===== src/rtl/lsu_pkg.sv =====
// Shared types and helpers for the Wishbone load/store master.
// Imported by the lane aligner, the top level and the bench.
package lsu_pkg;

  typedef enum logic [1:0] {
    SizeByte    = 2'b00,
    SizeHalf    = 2'b01,
    SizeWord    = 2'b10,
    SizeWordAlt = 2'b11
  } mem_size_t;

  typedef enum logic [1:0] {
    StIdle = 2'b00,
    StBus  = 2'b01,
    StResp = 2'b10
  } lsu_state_t;

  localparam logic [3:0] LANE_BYTE = 4'b0001;
  localparam logic [3:0] LANE_HALF = 4'b0011;

  // The reserved size encoding behaves exactly like a word access.
  function automatic logic is_misaligned(input mem_size_t size, input logic [1:0] addr_lo);
    logic mis;
    case (size)
      SizeByte: mis = 1'b0;
      SizeHalf: mis = addr_lo[0];
      default:  mis = (addr_lo != 2'b00);
    endcase
    return mis;
  endfunction

endpackage


===== src/rtl/wb_bus.sv =====
// Classic Wishbone bus bundle shared by the masters and slaves of the system.
// The master modport drives the request side and samples the slave response.
interface wb_bus;

  logic        cyc;
  logic        stb;
  logic        we;
  logic [31:0] addr;
  logic [3:0]  sel;
  logic [31:0] wdata;
  logic [31:0] rdata;
  logic        ack;
  logic        err;

  modport master (
    output cyc,
    output stb,
    output we,
    output addr,
    output sel,
    output wdata,
    input  rdata,
    input  ack,
    input  err
  );

  modport slave (
    input  cyc,
    input  stb,
    input  we,
    input  addr,
    input  sel,
    input  wdata,
    output rdata,
    output ack,
    output err
  );

endinterface


===== src/rtl/lsu_lane_align.sv =====
// Byte-lane steering for stores and lane extraction plus sign/zero extension for loads.
// Purely combinational; the caller guarantees the access is naturally aligned.
module lsu_lane_align
  import lsu_pkg::*;
(
  input  mem_size_t   size,
  input  logic [1:0]  addr_lo,
  input  logic [31:0] wdata,
  input  logic [31:0] rdata,
  input  logic        is_unsigned,
  output logic [3:0]  sel,
  output logic [31:0] wdata_rep,
  output logic [31:0] rdata_ext
);

  logic [7:0]  rd_byte;
  logic [15:0] rd_half;

  always_comb begin
    rd_byte = 8'(rdata >> {addr_lo, 3'b000});
    rd_half = 16'(rdata >> {addr_lo[1], 4'b0000});
  end

  always_comb begin
    sel       = 4'b1111;
    wdata_rep = wdata;
    rdata_ext = rdata;
    case (size)
      SizeByte: begin
        sel       = LANE_BYTE << addr_lo;
        wdata_rep = {4{wdata[7:0]}};
        rdata_ext = is_unsigned ? {24'h0, rd_byte} : {{24{rd_byte[7]}}, rd_byte};
      end
      SizeHalf: begin
        sel       = LANE_HALF << addr_lo;
        wdata_rep = {2{wdata[15:0]}};
        rdata_ext = is_unsigned ? {16'h0, rd_half} : {{16{rd_half[15]}}, rd_half};
      end
      default: ;
    endcase
  end

endmodule


===== src/rtl/wb_lsu_master.sv =====
// Wishbone master turning single CPU load/store requests into classic bus cycles,
// with misalignment detection, bus-error forwarding and a wait-state watchdog.
module wb_lsu_master
  import lsu_pkg::*;
#(
  parameter int unsigned TimeoutCycles = 255
) (
  input  logic        clk_in,
  input  logic        reset_in,
  input  logic        req_valid,
  output logic        req_ready,
  input  logic        req_we,
  input  logic [31:0] req_addr,
  input  logic [31:0] req_wdata,
  input  mem_size_t   req_size,
  input  logic        req_unsigned,
  output logic        resp_valid,
  output logic [31:0] resp_rdata,
  output logic        resp_err,
  wb_bus.master       bus_master
);

  localparam logic [7:0] TimeoutLimit = 8'(TimeoutCycles);

  lsu_state_t  state_q;
  logic        we_q;
  logic        unsigned_q;
  logic        err_q;
  mem_size_t   size_q;
  logic [31:0] addr_q;
  logic [31:0] wdata_q;
  logic [31:0] rdata_q;
  logic [7:0]  cnt_q;

  logic        in_bus;
  logic [3:0]  lane_sel;
  logic [31:0] lane_wdata;
  logic [31:0] load_ext;

  always_ff @(posedge clk_in) begin
    if (!reset_in) begin
      state_q    <= StIdle;
      we_q       <= 1'b0;
      unsigned_q <= 1'b0;
      err_q      <= 1'b0;
      size_q     <= SizeByte;
      addr_q     <= '0;
      wdata_q    <= '0;
      rdata_q    <= '0;
      cnt_q      <= '0;
    end else begin
      case (state_q)
        StIdle: begin
          if (req_valid) begin
            we_q       <= req_we;
            unsigned_q <= req_unsigned;
            size_q     <= req_size;
            addr_q     <= req_addr;
            wdata_q    <= req_wdata;
            rdata_q    <= '0;
            cnt_q      <= '0;
            // Misaligned requests never touch the bus.
            if (is_misaligned(req_size, req_addr[1:0])) begin
              err_q   <= 1'b1;
              state_q <= StResp;
            end else begin
              err_q   <= 1'b0;
              state_q <= StBus;
            end
          end
        end
        StBus: begin
          if (bus_master.err) begin
            err_q   <= 1'b1;
            state_q <= StResp;
          end else if (bus_master.ack) begin
            rdata_q <= bus_master.rdata;
            state_q <= StResp;
          end else if (cnt_q == TimeoutLimit) begin
            err_q   <= 1'b1;
            state_q <= StResp;
          end else begin
            cnt_q <= cnt_q + 8'd1;
          end
        end
        StResp: begin
          state_q <= StIdle;
        end
        default: begin
          state_q <= StIdle;
        end
      endcase
    end
  end

  lsu_lane_align u_lane_align (
    .size        (size_q),
    .addr_lo     (addr_q[1:0]),
    .wdata       (wdata_q),
    .rdata       (rdata_q),
    .is_unsigned (unsigned_q),
    .sel         (lane_sel),
    .wdata_rep   (lane_wdata),
    .rdata_ext   (load_ext)
  );

  assign in_bus     = (state_q == StBus);
  assign req_ready  = (state_q == StIdle);
  assign resp_valid = (state_q == StResp);
  assign resp_err   = resp_valid & err_q;
  assign resp_rdata = (resp_valid && !err_q && !we_q) ? load_ext : '0;

  // Bus signals are quiet outside BUS so a late-committing slave sees nothing stale.
  assign bus_master.cyc   = in_bus;
  assign bus_master.stb   = in_bus;
  assign bus_master.we    = in_bus & we_q;
  assign bus_master.addr  = in_bus ? {addr_q[31:2], 2'b00} : '0;
  assign bus_master.sel   = in_bus ? lane_sel : 4'b0000;
  assign bus_master.wdata = in_bus ? lane_wdata : '0;

endmodule


===== src/flat_wrapper.sv =====
// flat-port wrapper written by rule: the top's interface ports become plain ports
module wb_lsu_master_flat import lsu_pkg::*;
#(
  parameter int unsigned TimeoutCycles = 255
)
  (clk_in, reset_in, req_valid, req_ready, req_we, req_addr, req_wdata, req_size, req_unsigned, resp_valid, resp_rdata, resp_err, bus_master_cyc, bus_master_stb, bus_master_we, bus_master_addr, bus_master_sel, bus_master_wdata, bus_master_rdata, bus_master_ack, bus_master_err);
  wb_bus bus_master_i ();
  input  logic clk_in;
  input  logic reset_in;
  input  logic req_valid;
  output logic req_ready;
  input  logic req_we;
  input  logic [31:0] req_addr;
  input  logic [31:0] req_wdata;
  input  mem_size_t req_size;
  input  logic req_unsigned;
  output logic resp_valid;
  output logic [31:0] resp_rdata;
  output logic resp_err;
  output wire logic [$bits(bus_master_i.cyc)-1:0] bus_master_cyc;
  output wire logic [$bits(bus_master_i.stb)-1:0] bus_master_stb;
  output wire logic [$bits(bus_master_i.we)-1:0] bus_master_we;
  output wire logic [$bits(bus_master_i.addr)-1:0] bus_master_addr;
  output wire logic [$bits(bus_master_i.sel)-1:0] bus_master_sel;
  output wire logic [$bits(bus_master_i.wdata)-1:0] bus_master_wdata;
  input wire logic [$bits(bus_master_i.rdata)-1:0] bus_master_rdata;
  input wire logic [$bits(bus_master_i.ack)-1:0] bus_master_ack;
  input wire logic [$bits(bus_master_i.err)-1:0] bus_master_err;
  assign bus_master_cyc = bus_master_i.cyc;
  assign bus_master_stb = bus_master_i.stb;
  assign bus_master_we = bus_master_i.we;
  assign bus_master_addr = bus_master_i.addr;
  assign bus_master_sel = bus_master_i.sel;
  assign bus_master_wdata = bus_master_i.wdata;
  assign bus_master_i.rdata = bus_master_rdata;
  assign bus_master_i.ack = bus_master_ack;
  assign bus_master_i.err = bus_master_err;
  wb_lsu_master #(.TimeoutCycles(TimeoutCycles)) u_core (.clk_in(clk_in), .reset_in(reset_in), .req_valid(req_valid), .req_ready(req_ready), .req_we(req_we), .req_addr(req_addr), .req_wdata(req_wdata), .req_size(req_size), .req_unsigned(req_unsigned), .resp_valid(resp_valid), .resp_rdata(resp_rdata), .resp_err(resp_err), .bus_master(bus_master_i));
endmodule

===== config.mk =====
export PLATFORM = sky130hd
export DESIGN_NAME = wb_lsu_master_flat
export DESIGN_NICKNAME = d
export VERILOG_FILES = /design/src/rtl/lsu_pkg.sv /design/src/rtl/wb_bus.sv /design/src/rtl/lsu_lane_align.sv /design/src/rtl/wb_lsu_master.sv /design/src/flat_wrapper.sv
export SDC_FILE = /design/constraint.sdc
export NUM_CORES = 1
export LEC_CHECK = 0
export CAP_MARGIN = 20
export CORE_AREA = 2 2 95 166
export DETAILED_ROUTE_END_ITERATION = 10
export DIE_AREA = 0 0 97 168
export PLACE_DENSITY = 0.72
export SLEW_MARGIN = 0
export SYNTH_ARGS = -nofsm -noshare
export SYNTH_HDL_FRONTEND = slang
export SYNTH_SLANG_ARGS = --single-unit
export TNS_END_PERCENT = 100

===== constraint.sdc =====
create_clock -name clk_in -period 2.4 [get_ports clk_in]
set_input_delay 0.48 -clock clk_in [delete_from_list [all_inputs] [get_ports clk_in]]
set_output_delay 0.48 -clock clk_in [all_outputs]
set_load 0.005 [all_outputs]

# Word level (Yosys, flattened, before mapping)
# Cells that the tools add are included.
[word_totals]
word_cells = 77
register_bits = 111
output_inout_bits = 106
input_bits = 105
[classes]
add_sub_neg = 1
n_eq_ne = 13
shift = 4
n_bitwise = 2
muxes = 34
n_reduce_logical = 14
[op_table]
columns = ["operator", "n"]
rows = [
  ["$mux 32", 8],
  ["$pmux 32 s2", 3],
  ["$mux 8", 4],
  ["$shr 32x5->16", 1],
  ["$shr 32x5->8", 1],
  ["$pmux 8 s2", 1],
  ["$mux 2", 5],
  ["$ne 2x2->1 const B", 5],
  ["$add 8x1->8 const B", 1],
  ["$eq 8x8->1 const B", 1],
  ["$mux 1", 8],
  ["$pmux 4 s2", 1],
  ["$reduce_and 4->1", 2],
  ["$eq 2x1->1 const B", 3],
  ["$logic_not 2->1", 3],
  ["$ne 3x3->1 const B", 2],
  ["$reduce_and 5->1", 1],
  ["$mux 4", 1],
  ["$ne 4x4->1 const B", 1],
  ["$pmux 1 s2", 2],
  ["$pmux 2 s2", 1],
  ["$reduce_and 2->1", 2],
  ["$reduce_bool 2->1", 2],
  ["$shl 1x2->4 const A", 1],
  ["other kinds (5)", 8],
]

# Longest topological paths before layout
# Gate-level depths: netlist of the first run.
[depth]
word_depth = 8
depth_mapped = 6
ltp_nobuf = 5

# Modules after synthesis
# From an unflattened synthesis of the first run, not the netlist that was laid out.
[unflattened]
cells_unflattened = 845
area_unflattened_um2 = 6322.3
[modules_own_cells]
columns = ["mod", "seq_area_each_um2", "n_inst", "cells_each", "area_each_um2"]
rows = [
  ["wb_lsu_master", 2222.1, 1, 632, 4842.1],
  ["lsu_lane_align", 0.0, 1, 213, 1480.2],
]

# Worst setup path after synthesis of the first run
# Ideal clock, no wire load.
[synth_timing]
path_kind = "register to output"
startpoint = "register u_core.state_q[1]"
endpoint = "output port resp_rdata[21]"
n_path_buf = 1
stages_incl_launch_ff = 6
arrival_time_ps = 1555
path_slack_ps = 365
required_time_ps = 1920
cell_sequence = "dfxtp_1 nor2b_1 nand2_2 a2111oi_4 buf_6 a21o_2"
[synth_between]
elab_chain_len = 4
[synth_rtl]
columns = ["item", "line", "text"]
rows = [
  ["start, declared", "wb_lsu_master.sv:25", "lsu_state_t state_q;"],
  ["start signal, assigned", "wb_lsu_master.sv:42", "state_q <= StIdle;"],
  ["start signal, assigned", "wb_lsu_master.sv:65", "state_q <= StResp;"],
  ["start signal, assigned", "wb_lsu_master.sv:68", "state_q <= StBus;"],
  ["$eq 2x2->1", "wb_lsu_master.sv:109", "assign resp_valid = (state_q == StResp);"],
  ["via resp_valid", "flat_wrapper.sv:17", "output logic resp_valid;"],
  ["$logic_and 1x1->1 (2 in series)", "wb_lsu_master.sv:111", "assign resp_rdata = (resp_valid && !err_q && !we_q) ? load_ext : '0;"],
  ["$mux 32", "wb_lsu_master.sv:111", ""],
  ["end, declared", "flat_wrapper.sv:18", "output logic [31:0] resp_rdata;"],
]
# The timed path passes the listed nets, and every way through them passes these cells.

# Worst setup path in the final report of the first run
[layout_timing]
startpoint = "register u_core.addr_q[0]"
endpoint = "output port resp_rdata[26]"
[layout_between]
elab_chain_len = 4
[layout_rtl]
columns = ["item", "line", "text"]
rows = [
  ["start, declared", "wb_lsu_master.sv:30", "logic [31:0] addr_q;"],
  ["start signal, assigned", "wb_lsu_master.sv:58", "addr_q <= req_addr;"],
  ["$shr 32x5->8", "lsu_lane_align.sv:20", "rd_byte = 8'(rdata >> {addr_lo, 3'b000});"],
  ["$mux 32", "lsu_lane_align.sv:32", "rdata_ext = is_unsigned ? {24'h0, rd_byte} : {{24{rd_byte[7]}}, rd_byte};"],
  ["$pmux 32 s2", "lsu_lane_align.sv:28", "case (size)"],
  ["$mux 32", "wb_lsu_master.sv:111", ""],
]
# No other way between the ends.

==> flow_metrics.tcl, run 1 <==
set metrics [dict create \
    status "finished, violations left" \
    violations "negative setup slack" \
    grt_overflow 0 \
    rsz0062_at_grt "yes" \
    muxShareOfSynthArea_pct 10.1 \
    num_rows 60 \
    crit_required_ns 1.92 \
    max_freq_ghz 0.387 \
    fin_hold_ws_ns 0.457 \
    yosys_register_bits 111 \
    seq_area_sq_um 2230 \
    synth_common_cells "nand2_1, dfxtp_1, a21boi_0, and2_1, mux2i_1" \
    die_y_um 168 \
    synth_warnings 0 \
    grt_max_degree 54 \
    fin_skew_ns 0.0111 \
    vdd_ir_drop_max_mv 0.331 \
    yosysTopAreaCell "dfxtp_1" \
    grt_usage_pct 23.5 \
    synth-xor-area-share_pct 0 \
    cts_sinks 111 \
    syn-cell-area_sq_um 5900 \
    vias_per_cell 5.11 \
    cp_data_arrival_time_ns 2.10 \
    antenna_found_initial 0 \
    synth_most_common_cell "nand2_1" \
    dieArea_sq_um 16300 \
    die_w_um 97 \
    grt_pass1_vias 5844 \
    final_core_util_pct 60.4 \
    cts_buffer_depth 2 \
    htree_levels 3 \
    synth_edf_count 0 \
    wire_per_inst_um 16.9 \
    cts_tree "built" \
    synth-simple-area-share_pct 27.8 \
    grt_pass1_wl_mm 30.9 \
    clock_latency_ns 0.35 \
    io_buffers 208 \
    hold_viol 0 \
    async_flop_share_pct 0 \
    dp_hpwl_mm 13.8 \
    clockRootBuffer "clkbuf_16" \
    critical_path_class "reg -> out" \
    start_kind "flop" \
    finalSetupViolCount 11 \
    tightest_slew_ns 0.580 \
    min_period_ns 2.58 \
    first_iter_violations 254 \
    synth_compound_area_share_pct 19.7 \
    antenna-diode-count 0 \
    tns_ns -1.40 \
    slew_violations 0 \
    endpoint_kind "primary output" \
    ios 211 \
    layout-drive-gt1-share_pct 17.8 \
    worst-path-max-fanout 4 \
    dr.pass1.iters 5 \
    nFillCells 1353 \
    ys_seq_area_share_pct 37.7 \
    vias 5923 \
    max_cap_violations 0 \
    multi_input_area_sq_um 3560 \
    synth_adder_area_share_pct 0.212 \
    area_delta_synth_final_pct 54.4 \
    post-route-period-util_pct 108 \
    power_density_nw_per_um2 473 \
    max-slew-margin-rel_pct 61.0 \
    synth_area_leaders "dfxtp_1, nand2_1, a21boi_0, mux2i_1, and2_1" \
    p_leak_nw 4.06 \
    synth_cell_types 51 \
    finish.instance_area_sq_um 9110 \
    fin_nets 1073 \
    ys.flop_type "dfxtp_1" \
    core_sq_um 15100 \
    syn-instance-count 734 \
    min_path_type "reg -> reg" \
    ant_nets 0 \
    drcViolationCount 0 \
    syn_area_per_cell_sq_um 8.04 \
    path_clk_slew_ns 0.07 \
    synth_top_family_by_area "simple AND/OR/NAND/NOR gates" \
    synth_top_area_share_pct 37.7 \
    routed_wl_mm 19.6 \
    initial_utilization_pct 39.1 \
    placed_area_sq_um 8420 \
    fin_ws_ns -0.182 \
    routabilityCongestion 0.894 \
    numCtsBuffers 9 \
]
## critical path: stages (launching register included)
cell and delay (ns):
dfxtp_2 0.34, mux4_2 0.54, nand2b_4 0.11, a2111oi_4 0.07, buf_4 0.16, clkbuf_16 0.14
buf_6 0.11, a21o_2 0.18, buf_2 0.12
## logic make-up (layout without fill, tap and decap cells)
| logic type | Yosys count | after routing |
|---|---|---|
| muxes | 57 | 57 |
| adders and majority gates | 1 | 1 |
| and+or+nand+nor | 345 | 345 |
| DFF | 111 | 111 |
| other | 1 | 2 |
| AOI/OAI and AO/OA | 157 | 157 |
| buffers and inverters | 62 | 299 |
## timing repair
| action | in CTS | in global routing |
|---|---|---|
| cloned | 4 | 0 |
| setup endpoints to repair | 97 | 78 |
| hold buffers | 0 | 0 |
| pin swaps | 13 | 14 |
| setup buffers | 12 | 8 |
| resized for setup | 143 | 57 |
## registers in the layout, summed over array words and instances (netlist names)
signal	flops
u_core.addr_q	32
u_core.rdata_q	32
u_core.wdata_q	32
u_core.cnt_q	8
u_core.size_q	2
u_core.state_q	2
u_core.err_q	1
u_core.unsigned_q	1
u_core.we_q	1
## path summary, 6_finish.rpt
path                      endpoint         startpoint  cells after the start  slack (ns)
setup / recovery    resp_rdata[26]   u_core.addr_q[0]                      8       -0.18
hold / removal    u_core.addr_q[9]   u_core.addr_q[9]                      2        0.46
setup reg to reg   u_core.cnt_q[4]  u_core.state_q[1]                     10        0.16
hold reg to reg   u_core.addr_q[9]   u_core.addr_q[9]                      2        0.46
## layout by cell type, fill, tap and decap left out, drive strengths merged, types with 2 or more instances in the layout
| cell | netlist | routed |
|---|---|---|
| nand2 | 168 | 168 |
| dlygate4sd2 | 0 | 22 |
| a21boi | 73 | 73 |
| o221a | 3 | 3 |
| clkdlybuf4s50 | 0 | 142 |
| o21ai | 9 | 9 |
| dlymetal6s2s | 0 | 20 |
| nor2 | 41 | 41 |
| nor3b | 2 | 2 |
| and2 | 74 | 74 |
| or2 | 3 | 3 |
| a32oi | 2 | 2 |
| buf | 11 | 89 |
| nand2b | 2 | 2 |
| a21o | 17 | 17 |
| nor2b | 35 | 35 |
| a21oi | 30 | 30 |
| a222oi | 5 | 5 |
| conb | 1 | 2 |
| mux2 | 8 | 8 |
| nor3 | 5 | 5 |
| clkbuf | 46 | 14 |
| inv | 5 | 6 |
| o31ai | 2 | 2 |
| mux2i | 48 | 48 |
| nand3 | 7 | 7 |
| a22oi | 8 | 8 |
| nand3b | 2 | 2 |
| clkinv | 0 | 3 |
| dfxtp | 111 | 111 |
## area by class of cell
type	count	area share [%]
multi-input combinational	562	39.1
timing repair buffer	278	30.4
sequential	111	24.5
clock buffer	11	2.66
tap	186	2.55
clock inverter	5	0.439
inverter	5	0.330
## metrics by stage
step                cells  power (mW)  setup slack, ns
CTS                  1152        4.34           -0.182
global route         1158        4.52           -0.235
floorplan             735        2.42            0.365
detailed placement   1120        2.83           -0.327
finish               1158        4.31           -0.182
global placement     1120        2.82           -0.263
## routing by layer
layer / up-vias / wire, um / global-route usage [%]
met5: - / 0 / 0
met1: 2750 / 7460 / 25.1
met3: 46 / 1030 / 4.40
met2: 199 / 10400 / 44.1
met4: 0 / 768 / 10.5
li1: 2928 / - / -
## power breakdown
part	switching, mW	total, mW	leakage [nW]	internal (mW)
sequential	0.0631	1.99	0.909	1.93
clock	0.690	1.43	0.140	0.744
combinational	0.408	0.886	3.01	0.477
total	1.16	4.31	4.06	3.15
Note: power is estimated with default switching activity, not from simulation.
==> run 2: changes to the inputs <==
--- a/config.mk
+++ b/config.mk
@@ -7,9 +7,11 @@
 export LEC_CHECK = 0
 export CAP_MARGIN = 20
 export CORE_AREA = 2 2 95 166
+export CTS_CLUSTER_SIZE = 40
 export DETAILED_ROUTE_END_ITERATION = 10
 export DIE_AREA = 0 0 97 168
 export PLACE_DENSITY = 0.72
+export SKIP_LAST_GASP = 1
 export SLEW_MARGIN = 0
 export SYNTH_ARGS = -nofsm -noshare
 export SYNTH_HDL_FRONTEND = slang
==> run 2 against run 1 <==
- the flow still finishes with violations (negative setup slack)
- combinational power about the same
- routed wire length grew 0.18%
- count of clock-buffer cells in the layout unchanged
- maximum frequency fell by 0.40%
- global-route usage hardly changed
- setup slack lost 0.010 ns
- die area unchanged
- non-clock buffer count is the same
- clock power hardly changed
- critical path type unchanged
==> flow_metrics.tcl, run 2 (synthesis gave the netlist of run 1 again) <==
set metrics [dict create \
    cpMaxStageDelayCell "mux4_2" \
    crit_buf_inv 4 \
    numCtsBuffers 9 \
    min_path_cells 2 \
    fin_skew_ns 0.0115 \
    io_buffers 208 \
    endpoint_kind "primary output" \
    r2r_start "u_core.state_q[1]" \
    clockRootBuffer "clkbuf_16" \
    dp_hpwl_mm 13.8 \
    cp_cell_sequence "mux4_2, nand2b_4, a2111oi_4, buf_4, clkbuf_16, buf_6, a21o_2, buf_2" \
    max_freq_ghz 0.386 \
    fin_nets 1073 \
    violations "negative setup slack" \
    wire_per_inst_um 17.0 \
    critical_path_class "reg -> out" \
    nFillCells 1354 \
    max-slew-margin-rel_pct 60.3 \
    die_y_um 168 \
    holdCritStartpoint "u_core.addr_q[9]" \
    layout-drive-gt1-share_pct 17.8 \
    intPower_mw 3.15 \
    grt_pass1_wl_mm 31.0 \
    ant_nets 0 \
    worst-path-max-fanout 4 \
    p_leak_nw 4.08 \
    grt_max_degree 54 \
    grt_pass1_vias 5852 \
    r2r_end "u_core.cnt_q[6]" \
    largest_registers "u_core.addr_q: 32 flops, u_core.rdata_q: 32 flops, u_core.wdata_q: 32 flops" \
    slew_violations 0 \
    clock_latency_ns 0.35 \
    finish.instance_area_sq_um 9110 \
    min_path_type "reg -> reg" \
    tightest_slew_ns 0.591 \
    power_density_nw_per_um2 473 \
    switching_share_pct 26.9 \
    path_clk_slew_ns 0.07 \
    first_iter_violations 330 \
    min_to "u_core.addr_q[9]" \
    dr.pass1.iters 5 \
    cts_tree "built" \
    final_cells 1158 \
    reg2reg_slack_ns 0.16 \
    power.switching_mw 1.16 \
    rsz0062_at_grt "yes" \
    multi_input_area_sq_um 3560 \
    cts_sinks 111 \
    placed_area_sq_um 8420 \
    crit_path_max_incr_delay_ns 0.55 \
    area_delta_synth_final_pct 54.5 \
    pwr-share-clk_pct 33.2 \
    vdd_ir_drop_max_mv 0.332 \
    finalSetupViolCount 11 \
    max_cap_violations 0 \
    grt_usage_pct 23.5 \
    start_kind "flop" \
    p_comb_share_pct 20.5 \
    ios 211 \
    cts_buffer_depth 2 \
    htree_levels 3 \
    routed_wl_mm 19.6 \
    status "finished, violations left" \
    grt_overflow 0 \
    antenna_found_initial 0 \
    reg2regPathDepth 10 \
    routabilityCongestion 0.894 \
    post-route-period-util_pct 108 \
    layout_common_cells "nand2_1, clkdlybuf4s50_1, dfxtp_1, a21boi_0, and2_1" \
    min_period_ns 2.59 \
    fin_ws_ns -0.193 \
    core_sq_um 15100 \
    crit_required_ns 1.92 \
    antenna-diode-count 0 \
    placed_cells 1120 \
    die_w_um 97 \
    seq_area_sq_um 2230 \
    num_rows 60 \
    path_delay_family "multiplexers" \
    vias 5927 \
    p_seq_share_pct 46.3 \
    dieArea_sq_um 16300 \
    initial_utilization_pct 39.1 \
    cp_data_arrival_time_ns 2.11 \
    vias_per_cell 5.12 \
    final_common_cell "nand2_1" \
    hold_viol 0 \
    drcViolationCount 0 \
]
==> run 2: cell count changes in the layout (fill, tap and decap cells not counted) <==
cell	before	now
buf_12	9	8
buf_2	20	17
buf_8	2	3
clkbuf_2	2	5
dlygate4sd2_1	22	20
dlymetal6s2s_1	20	22
==> run 2: how the worst max path moves through the flow <==
stage	from	end	slack, ns	cells past startpoint
global route	u_core.addr_q[0]	resp_rdata[17]	-0.24	8
detailed placement	u_core.addr_q[0]	resp_rdata[23]	-0.33	5
CTS	u_core.addr_q[0]	resp_rdata[23]	-0.21	7
floorplan	u_core.state_q[1]	resp_rdata[21]	0.37	5
finish	u_core.addr_q[0]	resp_rdata[26]	-0.19	8
global placement	u_core.addr_q[0]	resp_rdata[31]	-0.26	5
==> run 2: per-stage QoR <==
| stage | hold WS [ns] | setup TNS, ns | power (mW) | setup slack (ns) | utilization (%) |
|---|---|---|---|---|---|
| after floorplan | 0.439 | 0 | 2.42 | 0.365 | - |
| after global placement | 0.444 | -4.54 | 2.82 | -0.263 | 55.8 |
| after detailed placement | 0.451 | -5.49 | 2.83 | -0.327 | 55.8 |
| after CTS | 0.461 | -2.59 | 4.34 | -0.206 | 59.3 |
| after global routing | 0.485 | -2.25 | 4.52 | -0.236 | 60.4 |
| final | 0.457 | -1.42 | 4.31 | -0.193 | 60.4 |
==> run 2: routing by layer <==
layer,track usage [%],share of wire [%],vias up,wire [um]
met4,9.98,4.2,0,818
met3,4.40,5.1,49,1010
met1,25.2,38,2754,7430
li1,-,-,2925,-
met5,0,0,-,0
met2,44.4,53,199,10400
==> run 2: final cells by class <==
cell class	instances	share of cell area [%]
Clock buffer	11	2.66
Clock inverter	5	0.439
Inverter	5	0.329
Multi-Input combinational cell	562	39.0
Sequential cell	111	24.5
Tap cell	186	2.55
Timing Repair Buffer	278	30.5
==> run 2: power by group through the flow <==
stage	clock (mW)	sequential (mW)	combinational (mW)
6_report	1.43	1.99	0.885
5_1_grt	1.55	2.00	0.965
4_1_cts	1.48	1.99	0.865
3_5_place_dp	0	2.03	0.799
3_3_place_gp	0	2.03	0.795
2_1_floorplan	0	2.02	0.398
==> run 2: worst min-delay path, delay by kind of cell, from the launching register on <==
| kind | cells | cell delay [ns] |
|---|---|---|
| AOI/OAI and AO/OA | 1 | 0.06 |
| DFF | 1 | 0.31 |
| and+or+nand+nor | 1 | 0.04 |
==> run 2: repair_timing <==
item	CTS	global route
setup endpoints to repair	97	80
cloned	4	0
pin swaps	13	13
hold buffers	0	0
setup buffers	12	8
resized for setup	132	64
